File: src/rtl/gpio_event_device.sv
// Banked GPIO device: per-pin direction/output registers, synchronised and
// debounced inputs, edge capture into W1C pending flags, level interrupt.
module gpio_event_device #(
  parameter int PINS           = 7,
  parameter int DEVICE_ID      = 4,
  parameter int DEBOUNCE_WIDTH = 16
) (
  input  logic             cpu_clock,
  input  logic             reset,
  input  logic             write_enable,
  input  logic             is_control,
  input  logic [7:0]       short_address,
  input  logic [15:0]      cpu_data_in,
  output logic [15:0]      cpu_data_out,
  input  logic [PINS-1:0]  gpio_in,
  output logic [PINS-1:0]  gpio_out,
  output logic [PINS-1:0]  gpio_config,
  output logic             irq
);

  localparam int NBANKS = (PINS + 15) / 16;
  localparam int W      = NBANKS * 16;

  logic [PINS-1:0]           gpioOut_q, gpioOut_d;
  logic [PINS-1:0]           gpioConfig_q, gpioConfig_d;
  logic [PINS-1:0]           riseEn_q, riseEn_d;
  logic [PINS-1:0]           fallEn_q, fallEn_d;
  logic [PINS-1:0]           pending_q, pending_d;
  logic [PINS-1:0]           sync1_q, sync2_q;
  logic [PINS-1:0]           sample_q, sample_d;
  logic [PINS-1:0]           debounced_q, debounced_d;
  logic [PINS-1:0]           debPrev_q;
  logic [DEBOUNCE_WIDTH-1:0] reload_q, reload_d;
  logic [DEBOUNCE_WIDTH-1:0] presc_q, presc_d;
  logic                      irq_q;
  logic [15:0]               rdata_d, rdata_q;

  logic [3:0]      addrClass, bank;
  logic            bankValid, memWrite, reloadWrite, tick;
  logic [W-1:0]    bankMask, wdataW;
  logic [PINS-1:0] clearMask, riseEvt, fallEvt, agree;

  assign addrClass   = short_address[7:4];
  assign bank        = short_address[3:0];
  assign bankValid   = (32'(bank) < NBANKS);
  assign memWrite    = write_enable & ~is_control & bankValid;
  assign reloadWrite = write_enable & is_control & (short_address == 8'h02);
  assign bankMask    = W'(16'hFFFF) << {bank, 4'b0000};
  assign wdataW      = W'(cpu_data_in) << {bank, 4'b0000};
  assign tick        = (reload_q != '0) && (presc_q == '0);

  function automatic logic [PINS-1:0] mergeBank(input logic [PINS-1:0] cur,
                                                input logic [W-1:0]    data,
                                                input logic [W-1:0]    mask);
    return PINS'((W'(cur) & ~mask) | (data & mask));
  endfunction

  function automatic logic [15:0] bankSlice(input logic [PINS-1:0] v,
                                            input logic [3:0]      b);
    logic [W-1:0] wide;
    wide = W'(v) >> {b, 4'b0000};
    return wide[15:0];
  endfunction

  always_comb begin
    gpioOut_d    = gpioOut_q;
    gpioConfig_d = gpioConfig_q;
    riseEn_d     = riseEn_q;
    fallEn_d     = fallEn_q;
    clearMask    = '0;
    if (memWrite) begin
      case (addrClass)
        4'h1: gpioOut_d    = mergeBank(gpioOut_q, wdataW, bankMask);
        4'h2: gpioConfig_d = mergeBank(gpioConfig_q, wdataW, bankMask);
        4'h3: riseEn_d     = mergeBank(riseEn_q, wdataW, bankMask);
        4'h4: fallEn_d     = mergeBank(fallEn_q, wdataW, bankMask);
        4'h5: clearMask    = PINS'(wdataW & bankMask);
        default: ;
      endcase
    end

    // New events are OR-ed in after the clear so a coincident set survives
    riseEvt   = debounced_q & ~debPrev_q & riseEn_q;
    fallEvt   = ~debounced_q & debPrev_q & fallEn_q;
    pending_d = (pending_q & ~clearMask) | riseEvt | fallEvt;

    reload_d = reloadWrite ? DEBOUNCE_WIDTH'(cpu_data_in) : reload_q;
    if (reloadWrite)            presc_d = DEBOUNCE_WIDTH'(cpu_data_in);
    else if (reload_q == '0)    presc_d = '0;
    else if (presc_q == '0)     presc_d = reload_q;
    else                        presc_d = presc_q - DEBOUNCE_WIDTH'(1);

    // A pin follows its sample only when two consecutive ticks agree
    agree       = ~(sync2_q ^ sample_q);
    sample_d    = sample_q;
    debounced_d = debounced_q;
    if (reload_q == '0) begin
      sample_d    = sync2_q;
      debounced_d = sync2_q;
    end else if (tick) begin
      sample_d    = sync2_q;
      debounced_d = (agree & sync2_q) | (~agree & debounced_q);
    end

    rdata_d = '0;
    if (is_control) begin
      case (short_address)
        8'h00:   rdata_d = {8'(DEVICE_ID), 8'h01};
        8'h01:   rdata_d = 16'(PINS);
        8'h02:   rdata_d = 16'(reload_q);
        8'h03:   rdata_d = {15'b0, irq_q};
        default: rdata_d = '0;
      endcase
    end else if (bankValid) begin
      case (addrClass)
        4'h0:    rdata_d = bankSlice(debounced_q, bank);
        4'h1:    rdata_d = bankSlice(gpioOut_q, bank);
        4'h2:    rdata_d = bankSlice(gpioConfig_q, bank);
        4'h3:    rdata_d = bankSlice(riseEn_q, bank);
        4'h4:    rdata_d = bankSlice(fallEn_q, bank);
        4'h5:    rdata_d = bankSlice(pending_q, bank);
        default: rdata_d = '0;
      endcase
    end
  end

  always_ff @(posedge cpu_clock or posedge reset) begin
    if (reset) begin
      gpioOut_q    <= '0;
      gpioConfig_q <= '0;
      riseEn_q     <= '0;
      fallEn_q     <= '0;
      pending_q    <= '0;
      sync1_q      <= '0;
      sync2_q      <= '0;
      sample_q     <= '0;
      debounced_q  <= '0;
      debPrev_q    <= '0;
      reload_q     <= '0;
      presc_q      <= '0;
      irq_q        <= 1'b0;
      rdata_q      <= '0;
    end else begin
      gpioOut_q    <= gpioOut_d;
      gpioConfig_q <= gpioConfig_d;
      riseEn_q     <= riseEn_d;
      fallEn_q     <= fallEn_d;
      pending_q    <= pending_d;
      sync1_q      <= gpio_in;
      sync2_q      <= sync1_q;
      sample_q     <= sample_d;
      debounced_q  <= debounced_d;
      debPrev_q    <= debounced_q;
      reload_q     <= reload_d;
      presc_q      <= presc_d;
      irq_q        <= |pending_q;
      rdata_q      <= rdata_d;
    end
  end

  assign cpu_data_out = rdata_q;
  assign gpio_out     = gpioOut_q;
  assign gpio_config  = gpioConfig_q;
  assign irq          = irq_q;

endmodule

File: config.mk
export PLATFORM = sky130hd
export DESIGN_NAME = gpio_event_device
export DESIGN_NICKNAME = d
export VERILOG_FILES = /design/src/rtl/gpio_event_device.sv
export SDC_FILE = /design/constraint.sdc
export NUM_CORES = 1
export LEC_CHECK = 0
export BUFFER_PORTS_ARGS = -buffer_cell sky130_fd_sc_hd__buf_4
export CORE_UTILIZATION = 52
export DETAILED_ROUTE_END_ITERATION = 10
export PLACE_DENSITY = 0.76
export SYNTH_ARGS = -nofsm -noshare
export SYNTH_HDL_FRONTEND = slang
export SYNTH_SLANG_ARGS = --single-unit
File: constraint.sdc
create_clock -name cpu_clock -period 3.1 [get_ports cpu_clock]
set_input_delay 0 -clock cpu_clock [delete_from_list [all_inputs] [get_ports cpu_clock]]
set_output_delay 0 -clock cpu_clock [all_outputs]
set_load 0.05 [all_outputs]
Word level (Yosys, flattened, before mapping)
Index checks and enable logic that the tools add are counted.
W data, S select, Z words.
{"block": "word_totals", "regBits": 119, "inputBits": 35, "out_inout_bits": 31, "wordCells": 88}
{"block": "op_classes", "add_sub_neg": 1, "magnitude_cmp": 1, "eq_ne": 8, "shifts": 8, "n_mux": 13, "n_bitwise": 31, "n_reduce_logical": 12}
{"operator": "$pmux W16 S6", "count": 1}
{"operator": "$shr A7 B8 Y16", "count": 6}
{"operator": "$and A7 B7 Y7", "count": 12}
{"operator": "$mux W16", "count": 5}
{"operator": "$pmux W16 S4", "count": 1}
{"operator": "$or A7 B7 Y7", "count": 7}
{"operator": "$mux W7", "count": 6}
{"operator": "$not A7 Y7", "count": 6}
{"operator": "$logic_not A16 Y1", "count": 2}
{"operator": "$eq A8 B2 Y1 const B", "count": 2}
{"operator": "$reduce_bool A16 Y1", "count": 1}
{"operator": "$shl A16 B8 Y7", "count": 1}
{"operator": "$shl A16 B8 Y7 const A", "count": 1}
{"operator": "$sub A16 B1 Y16 const B", "count": 1}
{"operator": "$eq A4 B2 Y1 const B", "count": 2}
{"operator": "$eq A4 B3 Y1 const B", "count": 2}
{"operator": "$eq A8 B1 Y1 const B", "count": 1}
{"operator": "$logic_not A8 Y1", "count": 1}
{"operator": "$reduce_and A2 Y1", "count": 4}
{"operator": "$reduce_or A7 Y1", "count": 1}
{"operator": "$xor A7 B7 Y7", "count": 1}
{"operator": "$and A1 B1 Y1", "count": 4}
{"operator": "$eq A4 B1 Y1 const B", "count": 1}
{"operator": "$logic_not A4 Y1", "count": 1}
{"operator": "other kinds (4)", "count": 4}

Logic depth before layout (Yosys ltp)
{"block": "logic_depth", "word_depth": 8, "mapped_depth": 8, "depth_no_buf": 7}

Worst setup path after synthesis
OpenSTA, ideal clock, no wires.
{"block": "synth_timing", "kind": "reg2reg", "startpoint": "register presc_q[0]", "endpoint": "register sample_q[0]", "setup_ps": 125, "t_arrival_ps": 1835, "required_time_ps": 2975, "setup_slack_ps": 1140, "path_stages_with_launch": 8, "n_path_buf": 1, "period_less_slack_ps": 1960, "path_cell_list": "dfrtp_1 > inv_1 > ha_1 > nor3b_1 > nand4_1 > nand2_1 > buf_2 > mux2_2"}
{"block": "synth_between", "elab_chain_cells": 3}
{"item": "from (decl)", "line": "34", "source": "logic [DEBOUNCE_WIDTH-1:0] presc_q, presc_d;"}
{"item": "from (signal assigned)", "line": "155", "source": "presc_q <= presc_d;"}
{"item": "$logic_not A16 Y1", "line": "50", "source": "assign tick = (reload_q != '0) && (presc_q == '0);"}
{"item": "$logic_and A1 B1 Y1", "line": "50"}
{"item": "$reduce_bool A2 Y1 (no source line)"}
{"item": "to (signal assigned)", "line": "151", "source": "sample_q <= sample_d;"}
{"item": "to (decl)", "line": "30", "source": "logic [PINS-1:0] sample_q, sample_d;"}
No other way between the ends.
A chain may end at the register's enable or synchronous reset.

Worst setup path after layout
{"block": "layout_timing", "startpoint": "register presc_q[0]", "endpoint": "register presc_q[6]"}
{"block": "layout_between", "elab_chain_cells": 4, "elab_cells_between_ends": 5}
{"item": "$sub A16 B1 Y16 or $logic_not A16 Y1 (tied branches)", "line": "91, 90"}
{"item": "$mux W16 (*)", "line": "90", "source": "else if (presc_q == '0) presc_d = reload_q;"}
{"item": "$mux W16 (*)", "line": "89", "source": "else if (reload_q == '0) presc_d = '0;"}
{"item": "$mux W16 (*)", "line": "88", "source": "if (reloadWrite) presc_d = DEBOUNCE_WIDTH'(cpu_data_in);"}
{"item": "via presc_d[6]", "line": "34"}
The timed path passes the listed nets; every way through them passes the cells marked *.

==> flow_summary.toml <==
[yosys]
synth_seq_cells = 119
syn-cell-area_sq_mm = 0.00533
synth_top_family_by_area = "simple AND/OR/NAND/NOR gates"
ys_seq_area_share_pct = 55.8
synthXorXnorAreaFrac_pct = 1.31
synth_edf_count = 0
synth_compound_area_share_pct = 14.7
yosysWarningCount = 0
ys.flop_type = "dfrtp_1"
synthesis.nets = 528
syn_avg_cell_area_sq_um = 10.9
synthDistinctLibCells = 50
synth-async-reset-ratio_pct = 100
yosys-mux-area-fraction_pct = 8.56
netlist_instances = 491
yosys.area_share.adder_pct = 0.469
synth-simple-area-share_pct = 16.3

[setup_path]
reg2reg_slack_ns = 0.87
critPathCaptureType = "register"
path_cells = "inv_1, ha_1, or3b_2, nor3_1, xor2_1, a21oi_1, o21ai_0"
worstPathArrival_ns = 2.65
crit_required_ns = 3.52
worst_path_largest_cell_delay_ns = 0.52
rr_endpoint = "presc_q[6]$_DFF_PP0_"
reg2reg_from = "presc_q[0]$_DFF_PP0_"
cp_max_fo = 4
crit_slowest_cell = "or3b_2"
reg2reg_depth = 7
worst_setup_path_start_kind = "register"
crit_type = "register to register"

[timing]
fmax_ghz = 0.448
final-hold-violation-count = 0
slew_violations = 0
fin_skew_ns = 0.00835
setup_viol = 0
post-route-period-util_pct = 72.0
fin_crit_ns = 2.23
tightest_slew_ns = 0.953
maxSlewHeadroom_pct = 35.9
rsz0062_at_grt = "no"
setup_tns_ns = 0

[drt]
wl_microns = 13300
ant_nets = 0
drtIter0Drc = 338
routedWlPerCell_microns = 18.1
drc = 0
vias_per_cell = 5.87
via_count = 4324
first_pass_iters = 5

[global_route]
grt_pass1_vias = 4235
grt_max_degree = 77
overflow = 0
antenna_found_initial = 0
grt_pass1_wl_microns = 21800
gr-usage-all-layers_pct = 27.7

[finish]
drive_above_1_share_pct = 25.0
final_cells = 737
finish.utilization_pct = 69.5
num_antenna_cells = 0
most-common-layout-cells = "dfrtp_1 (119), buf_4 (70), nand2_1 (49)"
fin_area_sq_mm = 0.00686
final_nets = 628
layout_commonest_cell = "dfrtp_1"
area_growth_pct = 28.6

[min_path]
holdCritStartpoint = "short_address[3]"
worstHoldEndpoint = "reload_q[0]$_DFFE_PP0P_"
worstHoldPathCells = 4
hp-class = "input port to register"

[power]
power_uw = 4060
worst_ir_drop_vdd_uv = 368
p_per_area_mw_per_mm2 = 592
p_leak_uw = 0.00326

[die]
die_area_sq_mm = 0.0107
dieHeight_microns = 103
row_count = 36
initial_utilization_pct = 54.1
chipWidth_microns = 103
core_sq_mm = 0.00986
io_pins = 66

[clocking]
insertion_delay_ns = 0.51
htree_levels = 4
cts_buffer_depth = 2
cts_tree = "done"
root_buffer = "clkbuf_8"
cts_buffers = 17
clock-sinks = 119
clk_pin_slew_ns = 0.06
cts_resized = 0

[outcome]
status = "finished clean"

[place]
place_hpwl_microns = 8790
placed_cell_area_sq_mm = 0.00597
place_congestion = 0.963
place_inst = 677
io_buffers = 65

[job]
drv_cap = 0
report_power, final:
| part | internal (uW) | switching, uW |
|---|---|---|
| Clock | 1290 | 699 |
| Combinational | 155 | 187 |
| Sequential | 1630 | 97.6 |
| Total | 3080 | 984 |
critical path, delay by kind of cell (launching register included):
family                   cells  cell delay, ns
AO/OA/AOI/OAI                2            0.28
XOR/XNOR                     1            0.25
adder cells (fa/ha/maj)      1            0.23
buffers and inverters        1            0.11
flip-flops                   1            0.40
AND/OR/NAND/NOR              2            0.88
repair_timing:
action                    4_1_cts  5_1_grt
buffers inserted                0        0
hold endpoints to repair      124        0
hold buffers                   28        0
Yosys cell counts (all sizes together), types with 7 or more instances:
cell | n | area, sq um
a221oi | 7 | 61.3
mux2 | 37 | 417
and2 | 8 | 50.1
dfrtp | 119 | 2980
nor3 | 14 | 75.1
nor4 | 10 | 62.6
inv | 20 | 75.1
nand2 | 49 | 184
a21oi | 25 | 125
clkbuf | 12 | 46.3
o21ai | 41 | 209
nand3b | 9 | 67.6
nor2 | 34 | 128
o22a | 7 | 61.3
nor2b | 7 | 43.8
a21o | 9 | 67.6
nand2b | 8 | 50.1
a22oi | 7 | 52.6
cell type report:
cell class | instances | area [sq um]
fillers | 698 | 3000
inverters | 20 | 78.8
clock buffers | 21 | 459
flip-flops and latches | 119 | 2980
multi-input cells | 334 | 2210
repair buffers | 99 | 826
clock inverters | 11 | 146
well taps | 133 | 166
per-stage QoR:
stage / setup WS (ns) / hold WS, ns
2_1_floorplan: 1.14 / 0.0314
3_3_place_gp: 0.987 / 0.109
3_5_place_dp: 0.966 / 0.110
4_1_cts: 0.929 / 0.00620
5_1_grt: 0.739 / 0.0345
6_report: 0.869 / 0.0199
how the worst max path moves through the flow:
stage                                 start                      end  depth (start not counted)
CTS                    presc_q[0]$_DFF_PP0_  sample_q[6]$_DFFE_PP0P_                          6
global placement    reload_q[7]$_DFFE_PP0P_  sample_q[1]$_DFFE_PP0P_                          5
finish                 presc_q[0]$_DFF_PP0_     presc_q[6]$_DFF_PP0_                          7
floorplan              presc_q[0]$_DFF_PP0_  sample_q[0]$_DFFE_PP0P_                          7
global route           presc_q[0]$_DFF_PP0_  sample_q[6]$_DFFE_PP0P_                          6
detailed placement     presc_q[0]$_DFF_PP0_  sample_q[2]$_DFFE_PP0P_                          6
layer usage:
layer / vias up / track usage [%] / share of wire [%]
li1: 1974 / - / -
met1: 2150 / 37.7 / 44
met2: 178 / 44.7 / 48
met3: 22 / 5.24 / 6.3
met4: 0 / 10.3 / 1.7
met5: - / 0 / 0
cell families (layout without fill, tap and decap cells):
group,count (synthesis),count (layout)
mux,41,41
compound gates,122,122
flops,119,119
xor+xnor,8,8
simple gates,161,161
fa+ha+maj,2,2
buf+inv,38,151
Note: power is estimated with default switching activity, not from simulation.
